File: config.mk
export PLATFORM = sky130hd
export DESIGN_NAME = serial_adder
export DESIGN_NICKNAME = d
export VERILOG_FILES = /design/src/rtl/serial_adder.sv
export SDC_FILE = /design/constraint.sdc
export NUM_CORES = 1
export LEC_CHECK = 0
export BUFFER_PORTS_ARGS = -buffer_cell sky130_fd_sc_hd__buf_2
export CORE_MARGIN = 3
export CORE_UTILIZATION = 49
export DETAILED_ROUTE_END_ITERATION = 10
export GPL_TIMING_DRIVEN = 0
export PLACE_DENSITY = 0.81
export SYNTH_ARGS = -nofsm -noshare
export SYNTH_HDL_FRONTEND = slang
export SYNTH_SLANG_ARGS = --single-unit
File: constraint.sdc
create_clock -name clk -period 1.4 [get_ports clk]
set_input_delay 0.07 -clock clk [delete_from_list [all_inputs] [get_ports clk]]
set_output_delay 0.07 -clock clk [all_outputs]
set_load 0.1 [all_outputs]
File: src/rtl/serial_adder.sv
// Bit-serial adder: LSB-first, one result bit per clock, with a two-half-adder full-adder cell.
// Optional subtract mode enabled by macro SERIAL_ADDER_SUB_EN (adds port sub).

module half_adder (
    input  logic a_i,
    input  logic b_i,
    output logic s_o,
    output logic c_o
);

    assign s_o = a_i ^ b_i;
    assign c_o = a_i & b_i;

endmodule

module serial_adder #(
    parameter int unsigned WIDTH = 16
) (
    input  logic             clk,
    input  logic             reset,
    input  logic             start,
    input  logic [WIDTH-1:0] a,
    input  logic [WIDTH-1:0] b,
`ifdef SERIAL_ADDER_SUB_EN
    input  logic             sub,
`endif
    output logic             busy,
    output logic             done,
    output logic [WIDTH-1:0] sum,
    output logic             carry_out
);

    localparam int unsigned CntW = $clog2(WIDTH + 1);

    typedef enum logic [1:0] {
        StIdle,
        StRun,
        StDone
    } state_e;

    state_e            state_q, state_d;
    logic [WIDTH-1:0]  a_sh_q, a_sh_d;
    logic [WIDTH-1:0]  b_sh_q, b_sh_d;
    logic [WIDTH-1:0]  sum_q, sum_d;
    logic              carry_q, carry_d;
    logic [CntW-1:0]   cnt_q, cnt_d;
    logic              sub_q, sub_d;
    logic              start_sub;

    logic              b_bit;
    logic              ha0_s, ha0_c;
    logic              ha1_s, ha1_c;
    logic              fa_s, fa_c;
    logic              last_bit;

`ifdef SERIAL_ADDER_SUB_EN
    assign start_sub = sub;
`else
    assign start_sub = 1'b0;
`endif

    // In subtract mode B is inverted into the cell; carry starts at 1 to complete two's complement.
    assign b_bit = b_sh_q[0] ^ sub_q;

    half_adder u_ha0 (
        .a_i (a_sh_q[0]),
        .b_i (b_bit),
        .s_o (ha0_s),
        .c_o (ha0_c)
    );

    half_adder u_ha1 (
        .a_i (ha0_s),
        .b_i (carry_q),
        .s_o (ha1_s),
        .c_o (ha1_c)
    );

    assign fa_s     = ha1_s;
    assign fa_c     = ha0_c | ha1_c;
    assign last_bit = (cnt_q == CntW'(WIDTH - 1));

    always_ff @(posedge clk or posedge reset) begin
        if (reset) begin
            state_q <= StIdle;
            a_sh_q  <= '0;
            b_sh_q  <= '0;
            sum_q   <= '0;
            carry_q <= 1'b0;
            cnt_q   <= '0;
            sub_q   <= 1'b0;
        end else begin
            state_q <= state_d;
            a_sh_q  <= a_sh_d;
            b_sh_q  <= b_sh_d;
            sum_q   <= sum_d;
            carry_q <= carry_d;
            cnt_q   <= cnt_d;
            sub_q   <= sub_d;
        end
    end

    always_comb begin
        state_d = state_q;
        a_sh_d  = a_sh_q;
        b_sh_d  = b_sh_q;
        sum_d   = sum_q;
        carry_d = carry_q;
        cnt_d   = cnt_q;
        sub_d   = sub_q;

        unique case (state_q)
            StIdle: begin
                if (start) begin
                    a_sh_d  = a;
                    b_sh_d  = b;
                    sub_d   = start_sub;
                    carry_d = start_sub;
                    cnt_d   = '0;
                    state_d = StRun;
                end
            end
            StRun: begin
                // Result enters at the MSB so bit 0 lands in sum[0] after WIDTH shifts.
                sum_d   = {fa_s, sum_q[WIDTH-1:1]};
                a_sh_d  = {1'b0, a_sh_q[WIDTH-1:1]};
                b_sh_d  = {1'b0, b_sh_q[WIDTH-1:1]};
                carry_d = fa_c;
                cnt_d   = cnt_q + CntW'(1);
                if (last_bit) begin
                    state_d = StDone;
                end
            end
            StDone: begin
                state_d = StIdle;
            end
            default: begin
                state_d = StIdle;
            end
        endcase
    end

    assign busy      = (state_q == StRun);
    assign done      = (state_q == StDone);
    assign sum       = sum_q;
    assign carry_out = carry_q;

endmodule

# Yosys cells after proc, flatten, opt, wreduce, memory -nomap -nowiden
# Index checks and enable logic that the tools add are counted.
# totals
regBits	56
latch_bits	0
ram_bits	0
rom_bits	0
inputBits	35
out_inout_bits	19
wordCells	32
mem_count	0
# classes
addsub	1
n_mul	0
n_div	0
order_cmp	0
n_eq_ne	5
n_shift	0
muxes	11
bitwise_logic	5
reduce_logical	4
# ops
op	n
$pmux 16 s2	2
$mux 16	2
$pmux 5 s2	1
$add 5x1->5 const B	1
$eq 5x4->1 const B	1
$mux 5	1
$mux 2	2
$pmux 2 s2	1
$reduce_and 2->1	2
$and 1x1->1	2
$eq 2x1->1 const B	1
$eq 2x2->1 const B	1
$logic_not 2->1	1
$ne 2x1->1 const B	1
$ne 2x2->1 const B	1
$pmux 1 s2	1
$reduce_bool 2->1	1
$xor 1x1->1	2
$mux 1	1
$or 1x1->1	1

# Longest topological paths before layout
# depth
word_depth	4
mapped_depth	6
ltp_nobuf	5

# By module
# Synthesis repeated with hierarchy kept, for this count alone.
# unflattened
hier_cells	284
hier_area_um2	2658.8
# by_module_without_submodules
mod	instances	cells_per_inst	area_per_inst_um2	seq_area_each_um2
serial_adder	1	282	2633.8	1401.3
half_adder	2	1	12.5	0.0

# Least setup slack after synthesis
# Ideal clock, no wire load.
# synth_timing
kind	register to output
from	register state_q[1]
to	output port done
arrival_time_ns	2.074
required_time_ns	1.330
slack_ns	-0.744
stages_incl_launch_ff	4
path_buffers	2
cell_sequence	dfrtp_1 buf_4 clkbuf_1 nor2b_1
# synth_via
elab_chain_cells	1
# synth_rtl
item	line_no	rtl
from (decl)	41	state_e state_q, state_d;
from (signal assigned)	85	state_q <= StIdle;
from (signal assigned)	93	state_q <= state_d;
$eq 2x2->1	144	assign done = (state_q == StDone);
to (decl)	28	output logic done,
# No other way between the ends.

# Worst setup path in the final report
# layout_timing
from	register state_q[0]
to	output port done
# The elaborated chain is that of the path after synthesis.

==> results by group <==
Timing
  • Max Clock Skew: 0.008079 ns
  • Fin crit period: 1.350 ns
  • Final setup margin: 0.04958 ns
  • Hold Violations, Final: 0
  • Setup_tns: 0 ns
  • Hold slack: 0.01169 ns
  • Slew @ Worst Pin: 1.180 ns
  • Final Max Tran Viols: 0
  • Fmax: 740.5 MHz
  • Setup-failing EPs final: 0
  • Slew HR: 0.2116
  • RSZ-0062 raised after global routing: false
  • Period Utilization, post-route: 0.9646

Logic synthesis
  • Number of flops mapped to enable cells by yosys: 0
  • Synth unique cells: 32
  • Synthesized area per cell: 9.657 um2
  • Post-synth ARST share: 1.000
  • Post-synthesis cell count: 280
  • Cell Area, Synth: 2704 um2
  • Top post-synthesis cells by count: dfrtp_1, nand2_1, a21oi_1, nor2b_1, o21ai_1
  • Share of the synthesized area in the top cell type: 0.5183
  • Most area-hungry cell type in the Yosys netlist: dfrtp_1
  • Synth top area cells: dfrtp_1, nand2_1, a22oi_1, nor2b_1, a21oi_1
  • Register area share after synthesis: 0.5183
  • #FFs+latches synth: 56
  • Syn_nets: 318
  • Synth Flop Type: dfrtp_1
  • YS warnings: 0

Floorplanning
  • Die Y: 80.29 um
  • Starting Density: 0.5162
  • # rows: 26
  • Die W: 80.29 um
  • Die area: 6446 um2
  • Core Footprint: 5238 um2
  • Num ports: 54

Place
  • Port buffer count: 53
  • Worst slack at placement: -0.1697 ns
  • Post-DP HPWL: 4202 um
  • Gp weighted congestion: 0.7730

Global routing
  • Global route total overflow: 0
  • Largest net degree at the start of global routing: 57
  • Global Route Usage Sum: 0.2100
  • Vias in the first global route: 2221
  • Antenna violations before repair: 0
  • Global-route wire length before repair: 10560 um

Clock network
  • TritonCTS buffer count: 5
  • CTS root buffer: clkbuf_8
  • Htree depth: 2
  • Clk buf depth: 2
  • Clk slew on worst S/H paths: 0.10 ns
  • Clk_lat worst skew: 0.32 ns
  • # clock sinks: 56
  • CTS tree: built

Routing
  • First drt pass iteration count: 4
  • Post-DRT Antenna Nets: 0
  • Initial DRC count: 167
  • Wire per inst: 14.94 um
  • Vias: 2290
  • DR DRC count: 0
  • Vias per std cell: 5.439
  • Total Wirelength: 6291 um

Critical path
  • Slowest-stage cell, CP: dfrtp_1
  • Crit path buf inv count: 3
  • Worst EP arrival: 1.28 ns
  • CP max stage delay: 0.38 ns
  • Worst-path fanout max: 7
  • Cells along the critical path: buf_6 > buf_8 > nor2b_4 > buf_12
  • CP Data Required Time: 1.33 ns
  • Critical Path Start Type: register
  • Crit path kind: register to output port
  • Crit. End Element: output port
  • CP delay by family, top: buffers and inverters

Job
  • Max cap viols: 0

Pwr
  • Max VDD drop: 0.001336 V
  • Power per cell area: 2575 nW/um2
  • Lkg Pwr: 1.626 nW

Final layout
  • Layout Area Growth over Synthesis: 23.18%
  • Nets: 388
  • Diodes inserted: 0
  • # fillers: 439
  • Share of cells above drive strength 1: 0.2821

Status
  • Status: finished clean

Worst hold path
  • Class of the worst hold path: input port to register
[where the power goes]
group / switching (mW) / total, mW / internal, mW
Clock: 0.536 / 1.07 / 0.530
Sequential: 0.506 / 2.82 / 2.32
Combinational: 3.25 / 4.69 / 1.44
Total: 4.29 / 8.58 / 4.28
[layout make-up]
class,instances,area (um2),area share
clock buffer,5,68.82,0.02066
timing repair buffer,65,385.4,0.1157
sequential,56,1403,0.4211
clock inverter,3,42.54,0.01277
inverter,7,42.54,0.01277
buffer,19,166.4,0.04996
multi-input combinational,196,1135,0.3407
tap,70,87.58,0.02630
[layout by cell type, fill, tap and decap left out, drive strengths merged]
cell and n:
a21oi 29, a22o 2, a22oi 25, a2bb2oi 2, a31oi 1, a41oi 1
and2 1, and2b 3, and3 1, and3b 5, buf 81, bufinv 1
clkbuf 8, clkinv 2, clkinvlp 2, dfrtp 56, fa 1, ha 2
inv 5, mux2i 1, nand2 56, nand2b 2, nand3 1, nor2b 25
o21ai 34, o21ba 1, o21bai 1, o22ai 2
[worst paths after layout]
kind / depth (start not counted) / end / slack, ns / from
worst max-delay path: 4 / done / 0.05 / state_q[0]
worst min-delay path: 3 / b_sh_q[5] / 0.01 / b[5]
worst max register to register: 5 / state_q[0] / 0.06 / cnt_q[0]
worst min register to register: 2 / sum[0] / 0.48 / sum[0]
max in group asynchronous: 2 / carry_out / 0.71 / reset
min in group asynchronous: 2 / b_sh_q[2] / 0.02 / reset
[tightest hold or removal path: cells and delay by family]
family | cells | cell delay (ns)
buffers and inverters | 1 | 0.07
AOI/OAI and AO/OA | 2 | 0.15
[metrics by stage]
step | util | std cells | instance area [um2] | total power [mW]
global placement | 0.5860 | 403 | 3069 | 7.093
global route | 0.6359 | 421 | 3331 | 9.133
finish | 0.6359 | 421 | 3331 | 8.576
detailed placement | 0.5860 | 403 | 3069 | 7.246
CTS | 0.6214 | 413 | 3254 | 8.411
floorplan | - | 280 | 2716 | 6.371
[flip-flops by register name, indices dropped and copies added (netlist names)]
signal / cells
state_q: 2
cnt_q: 5
a_sh_q: 16
sum: 16
b_sh_q: 16
carry_out: 1
[per-layer routing]
| layer | global-route usage | wire, um | part of all wire | vias up |
|---|---|---|---|---|
| li1 | - | - | - | 1103 |
| met4 | 0.05912 | 116 | 0.018 | 0 |
| met2 | 0.3303 | 3061 | 0.49 | 72 |
| met3 | 0.04933 | 335 | 0.053 | 13 |
| met5 | 0 | 0 | 0 | - |
| met1 | 0.2908 | 2777 | 0.44 | 1102 |
[kinds of logic after synthesis]
group           synth area share
mux                     0.003702
simple gates              0.1740
flops                     0.5183
compound gates            0.2217
buf+inv                  0.06571
fa+ha+maj                0.01666
[what timing repair did]
action / 4_1_cts / 5_1_grt
hold buffers: 0 / 0
gates resized for setup: 17 / 4
buffers inserted: 3 / 9
cloned: 0 / 0
setup endpoints to repair: 2 / 14
pin swaps: 0 / 0
No activity file was read; power rests on OpenSTA's default activity.
